## src/rtl/gps_pkg.sv

```systemverilog
// Shared constants and arbiter state encoding for the GPS sentence arbiter.
package gps_pkg;

   localparam int BYTE_W = 8;

   localparam logic [BYTE_W-1:0] CH_DOLLAR = 8'h24;
   localparam logic [BYTE_W-1:0] CH_LF     = 8'h0A;
   localparam logic [BYTE_W-1:0] CH_SEP    = 8'h2C;

   typedef enum logic [1:0] {
      S_IDLE  = 2'd0,
      S_LOCK  = 2'd1,
      S_ABORT = 2'd2
   } arb_state_t;

endpackage

```

## src/rtl/rr_picker.sv

```systemverilog
// Combinational N-way round-robin picker: first requester at or after ptr wins.
module rr_picker #(
   parameter int N = 2
) (
   input  logic [N-1:0]         req,
   input  logic [$clog2(N)-1:0] ptr,
   output logic [$clog2(N)-1:0] grant,
   output logic                 valid
);

   localparam int OW = $clog2(N);

   int idx;

   // Walk from farthest to nearest so the closest requester overwrites last.
   always_comb begin
      grant = '0;
      valid = 1'b0;
      idx   = 0;
      for (int k = N - 1; k >= 0; k--) begin
         idx = int'(ptr) + k;
         if (idx >= N) idx = idx - N;
         if (req[idx]) begin
            grant = OW'(idx);
            valid = 1'b1;
         end
      end
   end

endmodule

```

## src/rtl/gps_sentence_arbiter.sv

```systemverilog
// Sentence-level round-robin arbiter sharing one NMEA parser among N byte sources.
// Optional per-channel dropped-sentence counters: define GPS_ARB_DROP_COUNT_EN.
module gps_sentence_arbiter
   import gps_pkg::*;
#(
   parameter int B       = BYTE_W,
   parameter int N       = 2,
   parameter int MaxLen  = 82,
   parameter int Timeout = 100000
) (
   input  logic                 clock,
   input  logic                 reset_n,
   input  logic [N-1:0]         load_in,
   input  logic [N*B-1:0]       data_in,
   output logic                 load_out,
   output logic [B-1:0]         data_out,
   output logic [$clog2(N)-1:0] owner,
   output logic                 busy,
   output logic                 abort,
   output arb_state_t           state
`ifdef GPS_ARB_DROP_COUNT_EN
   ,
   output logic [N*16-1:0]      drop_count
`endif
);

   localparam int OW = $clog2(N);
   localparam int LW = $clog2(MaxLen + 1);
   localparam int GW = $clog2(Timeout + 1);

   logic [N-1:0]  req;
   logic [OW-1:0] grant;
   logic          grant_valid;
   logic [OW-1:0] rr;
   logic [LW-1:0] len;
   logic [GW-1:0] gap;
   logic [B-1:0]  own_byte;
   logic          own_load;

   always_comb begin
      req = '0;
      for (int i = 0; i < N; i++) begin
         req[i] = load_in[i] && (data_in[i*B +: B] == B'(CH_DOLLAR));
      end
   end

   assign own_byte = data_in[owner*B +: B];
   assign own_load = load_in[owner];

   rr_picker #(.N(N)) u_picker (
      .req   (req),
      .ptr   (rr),
      .grant (grant),
      .valid (grant_valid)
   );

   always_ff @(posedge clock or negedge reset_n) begin
      if (!reset_n) begin
         state    <= S_IDLE;
         owner    <= '0;
         rr       <= '0;
         len      <= '0;
         gap      <= '0;
         load_out <= 1'b0;
         data_out <= '0;
         busy     <= 1'b0;
         abort    <= 1'b0;
      end else begin
         load_out <= 1'b0;
         abort    <= 1'b0;
         case (state)
            S_IDLE: begin
               if (grant_valid) begin
                  state    <= S_LOCK;
                  owner    <= grant;
                  rr       <= (grant == OW'(N - 1)) ? '0 : grant + OW'(1);
                  len      <= LW'(1);
                  gap      <= '0;
                  load_out <= 1'b1;
                  data_out <= data_in[grant*B +: B];
                  busy     <= 1'b1;
               end else begin
                  busy <= 1'b0;
               end
            end
            S_LOCK: begin
               if (own_load) begin
                  gap <= '0;
                  if (own_byte == B'(CH_DOLLAR)) begin
                     // Resync: the owner restarted its sentence.
                     load_out <= 1'b1;
                     data_out <= own_byte;
                     len      <= LW'(1);
                  end else if (len == LW'(MaxLen)) begin
                     state <= S_ABORT;
                     abort <= 1'b1;
                     busy  <= 1'b0;
                  end else begin
                     load_out <= 1'b1;
                     data_out <= own_byte;
                     len      <= len + LW'(1);
                     if (own_byte == B'(CH_LF)) state <= S_IDLE;
                  end
               end else if (gap == GW'(Timeout)) begin
                  state <= S_ABORT;
                  abort <= 1'b1;
                  busy  <= 1'b0;
               end else begin
                  gap <= gap + GW'(1);
               end
            end
            S_ABORT: begin
               state <= S_IDLE;
            end
            default: begin
               state <= S_IDLE;
            end
         endcase
      end
   end

`ifdef GPS_ARB_DROP_COUNT_EN
   logic [N-1:0] drop_vec;

   // A '$' is a dropped sentence unless it is the one being granted or the owner's resync.
   always_comb begin
      drop_vec = '0;
      for (int i = 0; i < N; i++) begin
         case (state)
            S_IDLE:  drop_vec[i] = req[i] && !(grant_valid && (grant == OW'(i)));
            S_LOCK:  drop_vec[i] = req[i] && (owner != OW'(i));
            default: drop_vec[i] = req[i];
         endcase
      end
   end

   always_ff @(posedge clock or negedge reset_n) begin
      if (!reset_n) begin
         drop_count <= '0;
      end else begin
         for (int i = 0; i < N; i++) begin
            if (drop_vec[i] && (drop_count[i*16 +: 16] != 16'hFFFF)) begin
               drop_count[i*16 +: 16] <= drop_count[i*16 +: 16] + 16'd1;
            end
         end
      end
   end
`endif

endmodule
```

## config.mk

```make
export PLATFORM = sky130hd
export DESIGN_NAME = gps_sentence_arbiter
export DESIGN_NICKNAME = d
export VERILOG_FILES = /design/src/rtl/gps_pkg.sv /design/src/rtl/rr_picker.sv /design/src/rtl/gps_sentence_arbiter.sv
export SDC_FILE = /design/constraint.sdc
export NUM_CORES = 1
export LEC_CHECK = 0
export CORE_MARGIN = 2
export CORE_UTILIZATION = 49
export DETAILED_ROUTE_END_ITERATION = 8
export PLACE_DENSITY_LB_ADDON = 0.15
export SYNTH_ARGS = -nofsm -noshare
export SYNTH_HDL_FRONTEND = slang
export SYNTH_SLANG_ARGS = --single-unit
```

## constraint.sdc

```tcl
create_clock -name clock -period 2.16 [get_ports clock]
set_input_delay 0.432 -clock clock [delete_from_list [all_inputs] [get_ports clock]]
set_output_delay 0.432 -clock clock [all_outputs]
set_load 0.05 [all_outputs]
```

Word-level counts from Yosys, hierarchy flattened:

Index checks and enable logic that the tools add are counted.

* register bits: 39
* input bits: 20
* output and inout port bits: 14

* add/subtract/negate cells: 6
* $lt $le $gt $ge: 5
* equal/unequal tests: 15
* shifts and indexed selects: 2
* multiplexer cells: 51
* reduce and logical (&&, ||, !) cells: 9

Operators with widths (number)
* 32-bit by 3-bit < comparator with 1-bit output, second input constant: 2
* 32-bit two-way mux: 2
* 17-bit two-way mux: 3
* 17-bit case mux with 2 select lines: 1
* 32-bit by 3-bit >= comparator with 1-bit output, second input constant: 1
* 8-bit two-way mux: 4
* 16-bit by 5-bit indexed part select with 8-bit output: 2
* 32-bit by 3-bit subtractor with 32-bit output, second input constant: 1
* 7-bit two-way mux: 4
* 1-bit two-way mux: 26
* 8-bit by 6-bit == test with 1-bit output, second input constant: 3
* 17-bit by 1-bit adder with 17-bit output, second input constant: 1
* 17-bit == test, second input constant: 1
* 8-bit case mux with 2 select lines: 1
* 3-bit != test, second input constant: 5
* 7-bit case mux with 2 select lines: 1
* 2-bit two-way mux: 6
* 4-bit AND reduction: 3
* 8-bit by 4-bit == test with 1-bit output, second input constant: 1
* 7-bit by 1-bit adder with 7-bit output, second input constant: 1
* 7-bit == test, second input constant: 1
* 2-bit != test, second input constant: 2
* 4-bit != test, second input constant: 1
* 1-bit case mux with 2 select lines: 2
* other kinds (12): 13

Logic depth before layout (Yosys ltp):

Gate-level depths: netlist (run 1).

* depth in word-level cells: 11
* gate-level depth with buffers: 9

By module:

A second synthesis (run 1) with hierarchy kept.

* cell total of the unflattened synthesis: 228
* area, all modules: 2238.4 um^2

By module, submodules not included
* gps_sentence_arbiter: times used 1, cells an instance 225, area each 2220.9 um^2, sequential area each 975.9 um^2
* rr_picker: times used 1, cells an instance 3, area each 17.5 um^2, sequential area each 0.0 um^2

Worst setup path before layout (run 1):

OpenSTA, ideal clock, no wires.

* kind: register to register
* start point: reg owner
* end point: reg data_out[4]
* setup time: 0.125 ns
* data arrival time: 2.240 ns
* slack: -0.205 ns
* cell stages (with the launch flop): 9
* path buffers: 2
* cells stage by stage: dfrtp_1 > buf_6 > mux2_2 > a211o_4 > nor3_2 > nor2_2 > inv_4 > buf_12 > mux2_4

* cells in the longest elaborated chain, start to end: 5
* elaborated cells between the ends (all ways): 11
* classes of those cells: eq/ne: 3; shift: 1; mux: 6; reduce/logical: 1

Ends and longest elaborated chain
* from (decl): line gps_sentence_arbiter.sv:17 `output logic [$clog2(N)-1:0] owner,`
* from (signal assigned): line gps_sentence_arbiter.sv:75 `owner <= grant;`
* 16-bit by 5-bit indexed part select with 8-bit output: line gps_sentence_arbiter.sv:47 `assign own_byte = data_in[owner*B +: B];`
* 8-bit by 6-bit == test with 1-bit output or 8-bit two-way mux (tied branches): line gps_sentence_arbiter.sv:89, gps_sentence_arbiter.sv:94
* 8-bit two-way mux: line gps_sentence_arbiter.sv:89 `if (own_byte == B'(CH_DOLLAR)) begin`
* 8-bit two-way mux: line gps_sentence_arbiter.sv:87 `if (own_load) begin`
* 8-bit case mux with 2 select lines: line gps_sentence_arbiter.sv:71 `case (state)`
* to (signal assigned): line gps_sentence_arbiter.sv:80 `data_out <= data_in[grant*B +: B];`
* to (signal assigned): line gps_sentence_arbiter.sv:92 `data_out <= own_byte;`
* to (signal assigned): line gps_sentence_arbiter.sv:100 `data_out <= own_byte;`
* to (decl): line gps_sentence_arbiter.sv:16 `output logic [B-1:0] data_out,`

Parallel ways exist; a longest one is shown, timed or not. The select of a mux whose other input is x is not followed.
A chain may end at the register's enable or synchronous reset.

Worst setup path in the final report (run 1):

* start point: in data_in[15]
* end point: reg gap[5]

* cells in the longest elaborated chain, start to end: 9
* elaborated cells between the ends (all ways): 12
* classes of those cells: eq/ne: 2; mux: 8; reduce/logical: 2

Ends and longest elaborated chain
* from (decl): line gps_sentence_arbiter.sv:14 `input logic [N*B-1:0] data_in,`
* 8-bit by 6-bit == test with 1-bit output (*): line gps_sentence_arbiter.sv:43 `req[i] = load_in[i] && (data_in[i*B +: B] == B'(CH_DOLLAR));`
* 1-bit logical AND (*): line gps_sentence_arbiter.sv:43
* 1-bit two-way mux (implied by the code) (3 in series): line rr_picker.sv:23 `if (req[idx]) begin`
* 1-bit two-way mux: line rr_picker.sv:23
* 1-bit two-way mux (*): line rr_picker.sv:23
* 2-bit != test (no line) (*)
* 3-bit AND reduction (no line) (*)
* to (signal assigned): line gps_sentence_arbiter.sv:109 `gap <= gap + GW'(1);`
* to (decl): line gps_sentence_arbiter.sv:36 `logic [GW-1:0] gap;`

Every way passes the cells marked *; elsewhere a longest branch is shown, timed or not. The select of a mux whose other input is x is not followed.

==> out/summary.log, run 1 <==
qor: finish.finish.utilization 67.9%
qor: clocking.clk_transition_reported_paths 0.07 ns
qor: synth.postSynthCellCount 254
qor: grt.antenna_found_initial 0
qor: drt.ant_nets 0
qor: synth.async_flop_share 100%
qor: synth.yosys_register_bits 39
qor: worst_setup_path.cp.required 2.38 ns
qor: power_and_ir_drop.p_leak 1.40 nW
qor: clocking.cts_hold_repair.buffers 0
qor: power_and_ir_drop.power.net_switching 0.000799 W
qor: finish.final_net_count 352
qor: floorplanning.chipWidth 74.7 µm
qor: placement.globalplace.congestion 0.873
qor: floorplanning.initial_utilization 51.2%
qor: worst_setup_path.worst-r2r-setup-slack 0.10 ns
qor: synth.total_standard_cell_area_after_synthesis 2450 µm²
qor: clocking.numCtsBuffers 5
qor: finish.diodes 0
qor: finish.final_design_area_no_fill 3250 µm²
qor: worst_setup_path.path_max_fanout 18
qor: synth.synth_area_leaders dfrtp_1 (40%), mux2i_1 (4.9%), nand2_1 (3.5%)
qor: timing.timing.hold.ws 0.0432 ns
qor: floorplanning.die_height 74.7 µm
qor: synth.synth.largest_area_cell dfrtp_1
qor: synth.number_of_enable_type_register_cells_in_the_synthesized_netlist 0
qor: timing.final.setup.tns 0 ns
qor: drt.drc_errors 0
qor: grt.via_count_of_the_first_global_routing_pass 2,069
qor: timing.final_hold_viol_count 0
qor: worst_setup_path.critical_path.startpoint_type input pin
qor: power_and_ir_drop.vdd_drop_max 539 µV
qor: drt.drt-vias-per-instance 5.73
qor: synth.synth_top_area_share 39.8%
qor: worst_setup_path.kind_of_end_point_of_the_critical_path register
qor: timing.worst_slew_margin_rel 65.9%
qor: placement.dpl_cell_area 3120 µm²
qor: clocking.cts.htree.levels 2
qor: placement.port-buffer-count 33
qor: floorplanning.rows 25
qor: worst_setup_path.worst-r2r-cell-count 7
qor: synth.ys_dominant_reg_cell dfrtp_1
qor: clocking.tritoncts yes
qor: power_and_ir_drop.p_total 0.00220 W
qor: timing.final_max_slew_viol_count 0
qor: clocking.cts_num_sinks 39
qor: power_and_ir_drop.p_per_area 676 nW/µm²
qor: power_and_ir_drop.power_frac_seq 41.9%
qor: clocking.max-clock-path-buffers 2
qor: hold_path.worst_hold_path_type input pin to async pin
qor: clocking.cts-root-buf clkbuf_8
qor: finish.most_used_cells_in_the_layout_excluding_fill_and_tap_cells buf_4 (45), dfrtp_1 (37), clkdlybuf4s50_1 (28)
qor: drt.detail_route.wirelength 6110 µm
qor: power_and_ir_drop.power.switching_fraction 36.4%
qor: grt.grt_use_total 22.8%
qor: clocking.post_cts_setup_buffer_count 0
qor: drt.detailedRoute.firstPassIterationCount 4
qor: timing.finish_stage_setup_viols 0
qor: grt.maximum_number_of_pins_on_one_net_before_global_route_repair 19
qor: grt.grt-ovfl-total 0
qor: synth.post_synth.cell_area_avg 9.65 µm²
qor: synth.synth.lib_cells_used.distinct 58
qor: finish.fill_cells 405
qor: finish.mostFrequentLayoutCell buf_4
qor: worst_setup_path.timing.rr.start owner$_DFFE_PN0P_
qor: finish.layout-drive-gt1-share 26.7%
qor: timing.timing.final.crit_share 99.0%
qor: worst_setup_path.critical_path.slowest_cell clkdlybuf4s50_1
qor: timing.fmax 0.468 GHz
qor: floorplanning.boundaryPins 34
qor: clocking.worst_skew_pair.late_latency 0.29 ns
qor: floorplanning.total_die_area 5590 µm²
qor: grt.grt_first_pass_wirelength 9850 µm
qor: worst_setup_path.path_cells clkdlybuf4s50_1 > nor4_2 > and3b_2 > o31ai_2 > buf_6 > buf_4 > or3_1 > a21oi_2
qor: synth.yosys_warnings 0
qor: worst_setup_path.critPathKind input pin to register
qor: worst_setup_path.timing.critical_path.slowest_cell_delay 0.43 ns
qor: job.drv.max_cap_violation_count 0
qor: power_and_ir_drop.p_int 0.00140 W
qor: power_and_ir_drop.combPwrFrac 36.3%
qor: synth.synth-seq-area-share 39.8%
qor: timing.skew 0.00342 ns
qor: placement.dp_hpwl 4550 µm
qor: power_and_ir_drop.power.clock.fraction 21.8%
qor: status.status complete, no violations
qor: drt.dr.first_iter.drc_count 127
qor: synth.syn_nets 278
qor: drt.route.vias.total 2,268
qor: finish.area_delta_synth_final 32.4%
qor: worst_setup_path.critical_path_arrival 2.35 ns
qor: floorplanning.fp.coreArea 4790 µm²
qor: timing.worst_pin_slew 0.510 ns
qor: worst_setup_path.r2r_end data_out[7]$_DFFE_PN0P_
qor: drt.routed_wire_per_std_cell 15.4 µm
qor: timing.fin_crit 2.14 ns
[registers in the layout (all words and copies together) (netlist names)]
name and count:
owner 1, data_out 8, rr 1, abort 1
state 2, load_out 1, len 7, busy 1
gap 17
[metal layers]
layer  vias to the layer above  share of wire [%]  track usage, %
li1                       1102                  -               -
met1                      1086                 47            32.7
met2                        74                 46            35.8
met3                         6                5.5            4.28
met4                         0               0.85            5.56
met5                         -                  0               0
[kinds of logic after synthesis]
logic type | after synthesis | share of synthesized area, %
DFF | 39 | 39.8
AOI/OAI and AO/OA | 62 | 17.6
buffers and inverters | 22 | 5.36
xor gates and xnor gates | 1 | 0.357
adders and majority gates | 4 | 2.04
and+or+nand+nor | 103 | 24.2
muxes | 23 | 10.7
[synth_stat cells, drive strengths merged, types with 2 or more instances]
library cell	count
dfrtp	39
nand2	23
nor2	18
o21ai	15
mux2i	13
a21oi	12
inv	11
o211ai	11
mux2	10
nand3	10
nand4	9
buf	8
and3	6
nor4	5
o31ai	5
or3	5
or4	5
ha	4
or2	4
a31oi	3
clkbuf	3
nor2b	3
nor4b	3
a22oi	2
a32o	2
and4	2
and4b	2
o2111ai	2
o21a	2
[worst max-delay path, delay by kind of cell]
kind	cells	cell delay (ns)
compound gates	2	0.25
simple gates	3	0.93
buf+inv	3	0.73
[timing repair]
item	4_1_cts	5_1_grt
pin swaps	0	5
endpoints found under the setup margin	1	29
gates resized for setup	1	13
[through the flow]
step | setup slack [ns] | instances
after floorplan | -0.0277 | 254
after global placement | -0.281 | 388
after detailed placement | -0.333 | 388
after CTS | 0.0106 | 396
after global routing | -0.0454 | 396
final | 0.0225 | 396
[power groups by stage]
stage | registers [W] | clock network [W] | logic (W)
6_report | 0.000920 | 0.000479 | 0.000798
5_1_grt | 0.000934 | 0.000519 | 0.000858
4_1_cts | 0.000919 | 0.000495 | 0.000795
3_5_place_dp | 0.000932 | 0 | 0.000790
3_3_place_gp | 0.000928 | 0 | 0.000779
2_1_floorplan | 0.00112 | 0 | 0.000278
[worst max path at each step]
| stage | endpoint | cells after the start | slack [ns] | start |
|---|---|---|---|---|
| floorplan | data_out[4]$_DFFE_PN0P_ | 8 | -0.03 | owner$_DFFE_PN0P_ |
| global placement | data_out[2]$_DFFE_PN0P_ | 7 | -0.28 | data_in[0] |
| detailed placement | gap[16]$_DFFE_PN0P_ | 7 | -0.33 | data_in[12] |
| CTS | gap[15]$_DFFE_PN0P_ | 7 | 0.01 | data_in[12] |
| global route | gap[5]$_DFFE_PN0P_ | 8 | -0.05 | data_in[15] |
| finish | gap[5]$_DFFE_PN0P_ | 8 | 0.02 | data_in[15] |
[final cells by class]
class                      instances  area, µm²  share of cell area [%]
multi-input combinational        193       1390                    42.8
sequential                        39        978                    30.1
timing repair buffer              78        672                    20.7
tap                               67       83.8                    2.58
clock buffer                       7       76.3                    2.35
inverter                          11       43.8                    1.35
clock inverter                     1       5.00                   0.154
Note: power is estimated with default switching activity, not from simulation.
==> inputs of run 2 (changes only) <==
CORE_ASPECT_RATIO = 1.4   (was unset)
==> run 2 against run 1 <==
  * First-iteration DRC count fell by 5.5%
  * Setup slack improved by 0.058 ns
  * Global-route usage rose by 1.2 points
  * Routed wire length fell by 0.54%
  * Total power rose by 5.1%
  * Flip-flop and latch count did not move
  * Clock power rose by 29%
  * Worst hold slack improved by 0.081 ns
  * Sequential power barely moved
  * Cell count fell by 2.8%
  * Critical path type unchanged
  * Highest routed layer unchanged
==> out/summary.log, run 2 (same netlist as run 1, synthesis figures left out) <==
qor: drt.detailedRoute.firstPassIterationCount 4
qor: grt.antenna_found_initial 0
qor: drt.routed_wl_met3 191 µm
qor: clocking.cts-root-buf clkbuf_8
qor: grt.grt-ovfl-total 0
qor: timing.grt_setup_unrepaired true
qor: drt.drc_errors 0
qor: timing.skew 0.00743 ns
qor: worst_setup_path.kind_of_end_point_of_the_critical_path register
qor: finish.final_net_count 344
qor: clocking.cts.htree.levels 2
qor: finish.fill_cells 374
qor: finish.reg_top3 gap: 17 flops, data_out: 8 flops, len: 7 flops
qor: timing.worst_slew_margin_rel 62.1%
qor: floorplanning.chipWidth 63.8 µm
qor: placement.globalplace.congestion 0.871
qor: clocking.tritoncts yes
qor: drt.routed_wire_per_std_cell 15.8 µm
qor: clocking.cts_num_sinks 39
qor: timing.finish_stage_setup_viols 0
qor: floorplanning.die_height 87.7 µm
qor: drt.route.vias.total 2,250
qor: power_and_ir_drop.vdd_drop_max 549 µV
qor: finish.largest_register gap
qor: placement.dp_hpwl 4570 µm
qor: timing.fin_crit 2.08 ns
qor: clocking.numCtsBuffers 5
qor: finish.largest_reg_flops 17
qor: timing.final_hold_viol_count 0
qor: floorplanning.fp.coreArea 4840 µm²
qor: clocking.worst_skew_pair.late_latency 0.30 ns
qor: grt.grt_first_pass_wirelength 10,400 µm
qor: worst_setup_path.critical_path_arrival 2.26 ns
qor: finish.most_used_cells_in_the_layout_excluding_fill_and_tap_cells dfrtp_1 (37), buf_4 (37), clkdlybuf4s50_1 (28)
qor: drt.dr.first_iter.drc_count 120
qor: floorplanning.total_die_area 5590 µm²
qor: timing.fmax 0.481 GHz
qor: timing.worst_pin_slew 0.568 ns
qor: floorplanning.rows 30
qor: grt.via_count_of_the_first_global_routing_pass 2,296
qor: timing.final_max_slew_viol_count 0
qor: drt.ant_nets 0
qor: power_and_ir_drop.p_leak 1.38 nW
qor: worst_setup_path.path_max_fanout 10
qor: job.drv.max_cap_violation_count 0
qor: drt.detail_route.wirelength 6080 µm
qor: finish.seqCellArea 978 µm²
qor: floorplanning.initial_utilization 50.6%
qor: worst_setup_path.cp.required 2.34 ns
qor: finish.area_delta_synth_final 30.7%
qor: worst_setup_path.critPathKind input pin to register
qor: grt.maximum_number_of_pins_on_one_net_before_global_route_repair 23
qor: drt.drt-vias-per-instance 5.84
qor: worst_setup_path.critical_path.startpoint_type input pin
qor: clocking.max-clock-path-buffers 2
qor: timing.timing.final.crit_share 96.3%
qor: placement.port-buffer-count 33
qor: finish.layout-drive-gt1-share 24.3%
qor: drt.wl_met1 2470 µm
qor: power_and_ir_drop.p_per_area 720 nW/µm²
qor: hold_path.worst_hold_path_type input pin to async pin
qor: finish.finish.utilization 66.2%
qor: grt.grt_use_total 23.9%
qor: clocking.clk_transition_reported_paths 0.08 ns
qor: finish.area_of_combinational_cells_with_multiple_inputs 1370 µm²
qor: drt.route.top_layer_used met4
qor: timing.timing.hold.ws 0.124 ns
qor: status.status complete, no violations
qor: clocking.cts_hold_repair.buffers 0
qor: floorplanning.boundaryPins 34
qor: finish.diodes 0
qor: drt.met2RoutedLength 3210 µm
## run 2: where the power goes
part	switching (W)	internal (W)
Combinational	0.000454	0.000320
Sequential	0.0000850	0.000834
Clock	0.000272	0.000344
Total	0.000811	0.00150
## run 2: metal layers
metal | vias to the layer above | track usage [%]
li1 | 1091 | -
met1 | 1086 | 25.9
met2 | 56 | 43.8
met3 | 17 | 4.50
met4 | 0 | 13.0
met5 | - | 0
## run 2: what timing repair did
action | in CTS | in global routing
endpoints found under the hold margin | 0 | 0
setup buffers | 0 | 1
endpoints found under the setup margin | 0 | 16
resized for setup | 0 | 8
## run 2: worst max-delay path: stages
cell	delay (ns)
clkdlybuf4s50_1	0.46
nor4_4	0.32
buf_4	0.17
mux2i_2	0.11
nor3_4	0.21
nor2_2	0.08
inv_4	0.13
mux2_2	0.35
## run 2: worst paths after layout
kind	startpoint	endpoint	slack, ns	cells past startpoint
max	data_in[4]	data_out[7]$_DFFE_PN0P_	0.08	8
min	reset_n	gap[8]$_DFFE_PN0P_	0.12	1
max reg2reg	owner$_DFFE_PN0P_	data_out[7]$_DFFE_PN0P_	0.12	6
min reg2reg	data_out[0]$_DFFE_PN0P_	data_out[0]$_DFFE_PN0P_	0.52	2
max in group asynchronous	reset_n	load_out$_DFF_PN0_	1.54	2
min in group clock	data_out[0]$_DFFE_PN0P_	data_out[0]$_DFFE_PN0P_	0.52	2
## run 2: final cells by class
type / count / area share (%)
multi-input combinational: 193 / 42.7
inverter: 11 / 1.37
sequential: 39 / 30.5
tap: 64 / 2.50
clock buffer: 5 / 2.15
timing repair buffer: 70 / 19.4
clock inverter: 3 / 1.37
## run 2: through the flow
step / area [µm²] / worst slack, ns / power [W] / setup TNS [ns] / instances
3_3_place_gp: 3060 / -0.244 / 0.00169 / -5.39 / 376
6_report: 3210 / 0.0808 / 0.00231 / 0 / 385
3_5_place_dp: 3060 / -0.297 / 0.00170 / -7.06 / 376
2_1_floorplan: 2460 / -0.0277 / 0.00140 / -0.0832 / 254
4_1_cts: 3170 / 0.00634 / 0.00233 / 0 / 384
5_1_grt: 3210 / 0.000426 / 0.00244 / 0 / 385
==> inputs of run 3 (changes only) <==
GPL_TIMING_DRIVEN = 0   (was unset)
REMOVE_ABC_BUFFERS = 1   (was unset)
==> run 3 against run 2 <==
  * Core utilization decreased by 1.6 points
  * Combinational power decreased by 3.7%
  * Setup slack got worse by 0.064 ns
  * Critical path depth decreased by 1
  * Fmax decreased by 3.0%
  * Clock skew decreased by 0.00051 ns
  * Highest routed layer unchanged
  * Worst hold slack improved by 0.13 ns
  * Largest power group unchanged
==> out/summary.log, run 3 (same netlist as run 1, synthesis figures left out) <==
qor: status.status complete, no violations
qor: worst_setup_path.worstSetupStartpoint data_in[9]
qor: drt.drt-vias-per-instance 6.08
qor: placement.globalplace.congestion 0.845
qor: job.drv.max_cap_violation_count 0
qor: floorplanning.fp.coreArea 4840 µm²
qor: placement.place.detailed.instances 340
qor: clocking.clk_transition_reported_paths 0.08 ns
qor: floorplanning.total_die_area 5590 µm²
qor: grt.antenna_found_initial 0
qor: finish.area_delta_synth_final 27.6%
qor: floorplanning.initial_utilization 50.6%
qor: worst_setup_path.kind_of_end_point_of_the_critical_path register
qor: clocking.cts_hold_repair.buffers 0
qor: timing.finish_stage_setup_viols 0
qor: clocking.worst_skew_pair.late_latency 0.29 ns
qor: finish.seqCellArea 981 µm²
qor: finish.reg_top3 gap: 17 flops, data_out: 8 flops, len: 7 flops
qor: finish.most_used_cells_in_the_layout_excluding_fill_and_tap_cells dfrtp_1 (37), clkdlybuf4s50_1 (25), nand2_1 (22)
qor: grt.grt-ovfl-total 0
qor: grt.maximum_number_of_pins_on_one_net_before_global_route_repair 40
qor: timing.timing.final.crit_share 99.2%
qor: worst_setup_path.critPathKind input pin to register
qor: grt.grt_first_pass_wirelength 9930 µm
qor: finish.diodes 0
qor: timing.fmax 0.467 GHz
qor: drt.route.vias.total 2,214
qor: power_and_ir_drop.p_per_area 764 nW/µm²
qor: placement.dp_hpwl 3940 µm
qor: floorplanning.chipWidth 63.8 µm
qor: worst_setup_path.worst-r2r-setup-slack 0.02 ns
qor: clocking.tritoncts yes
qor: hold_path.worst_hold_path_type input pin to async pin
qor: timing.fin_crit 2.14 ns
qor: drt.routed_wire_per_std_cell 16.3 µm
qor: timing.final_max_slew_viol_count 0
qor: clocking.cts_num_sinks 39
qor: floorplanning.die_height 87.7 µm
qor: finish.area_of_combinational_cells_with_multiple_inputs 1470 µm²
qor: worst_setup_path.path_max_fanout 10
qor: grt.grt_use_total 22.5%
qor: finish.largest_reg_flops 17
qor: placement.dpl_cell_area 2770 µm²
qor: worst_setup_path.timing.rr.start owner$_DFFE_PN0P_
qor: timing.final_hold_viol_count 0
qor: finish.final_design_area_no_fill 3130 µm²
qor: finish.largest_register gap
qor: grt.via_count_of_the_first_global_routing_pass 2,116
qor: finish.fill_cells 397
qor: finish.mostFrequentLayoutCell dfrtp_1
qor: worst_setup_path.cp.required 2.33 ns
qor: timing.worst_slew_margin_rel 40.7%
qor: worst_setup_path.critPathCapture data_out[7]$_DFFE_PN0P_
qor: worst_setup_path.critical_path_arrival 2.32 ns
qor: clocking.numCtsBuffers 5
qor: placement.port-buffer-count 33
qor: drt.ant_nets 0
qor: floorplanning.rows 30
qor: timing.grt_setup_unrepaired true
qor: finish.layout.cells.non_filler 364
qor: timing.final.setup.tns 0 ns
qor: timing.skew 0.00691 ns
qor: worst_setup_path.r2r_end data_out[7]$_DFFE_PN0P_
qor: timing.worst_pin_slew 0.889 ns
qor: drt.dr.first_iter.drc_count 166
qor: clocking.cts.htree.levels 2
qor: power_and_ir_drop.vdd_drop_max 770 µV
qor: drt.detailedRoute.firstPassIterationCount 4
qor: drt.drc_errors 0
qor: worst_setup_path.worst-r2r-cell-count 6
qor: floorplanning.boundaryPins 34
qor: worst_setup_path.critical_path.startpoint_type input pin
qor: power_and_ir_drop.p_leak 1.27 nW
qor: clocking.max-clock-path-buffers 2
qor: finish.final_net_count 323
qor: drt.detail_route.wirelength 5940 µm
qor: clocking.cts-root-buf clkbuf_8
qor: finish.layout-drive-gt1-share 20.0%
## run 3: cell types whose count changed in the layout (fill, tap and decap cells not counted), sizes merged
| cell | previous run | this run |
|---|---|---|
| buf | 39 | 15 |
| dlygate4sd2 | 0 | 7 |
| clkdlybuf4s50 | 28 | 25 |
| dlymetal6s2s | 3 | 0 |
| o31ai | 5 | 7 |
| bufinv | 1 | 2 |
| clkbuf | 5 | 6 |
| clkinv | 2 | 1 |
| inv | 11 | 10 |
## run 3: how the worst min path moves through the flow
| stage | from | end | cells past startpoint |
|---|---|---|---|
| after floorplan | reset_n | abort$_DFF_PN0_ | 0 |
| after global placement | rr$_DFFE_PN0P_ | rr$_DFFE_PN0P_ | 1 |
| after detailed placement | rr$_DFFE_PN0P_ | rr$_DFFE_PN0P_ | 1 |
| after CTS | reset_n | gap[11]$_DFFE_PN0P_ | 1 |
| after global routing | reset_n | gap[11]$_DFFE_PN0P_ | 1 |
| final | reset_n | gap[11]$_DFFE_PN0P_ | 1 |
## run 3: what timing repair did
| action | CTS | global route |
|---|---|---|
| buffers inserted | 8 | 6 |
| gates resized for setup | 23 | 10 |
| pin swaps | 3 | 5 |
| gates cloned | 2 | 0 |
| setup endpoints to repair | 36 | 25 |
## run 3: per-layer routing
metal	GRT usage [%]	up-vias	wire length [µm]
li1	-	1061	-
met1	26.0	1101	2420
met2	41.4	46	3240
met3	4.11	6	213
met4	7.71	0	66
met5	0	-	0
## run 3: area by class of cell
class	count	share of cell area, %
Clock buffer	6	2.32
Clock inverter	2	1.92
Inverter	11	1.48
Multi-Input combinational cell	195	46.9
Sequential cell	39	31.4
Tap cell	64	2.56
Timing Repair Buffer	47	13.5
## run 3: through the flow
stage	hold WS [ns]	total power (W)	utilization [%]	setup slack [ns]
detailed placement	0.492	0.00164	57.2	-1.01
CTS	0.284	0.00240	63.0	0.0137
global placement	0.484	0.00163	57.3	-0.996
floorplan	0.136	0.00138	-	-0.522
global route	0.341	0.00251	64.6	-0.0501
finish	0.257	0.00239	64.6	0.0170
## run 3: worst max-delay path, stage by stage
cell and delay [ns]:
clkdlybuf4s50_1 0.44, mux2_4 0.29, a211o_4 0.36, nor3_4 0.25, nor2_4 0.07, clkinv_4 0.12
mux2_2 0.35
## run 3: where the power goes
| group | total (W) | internal (W) | switching, W |
|---|---|---|---|
| Sequential | 0.000922 | 0.000834 | 0.0000873 |
| Clock | 0.000724 | 0.000462 | 0.000262 |
| Combinational | 0.000745 | 0.000292 | 0.000453 |
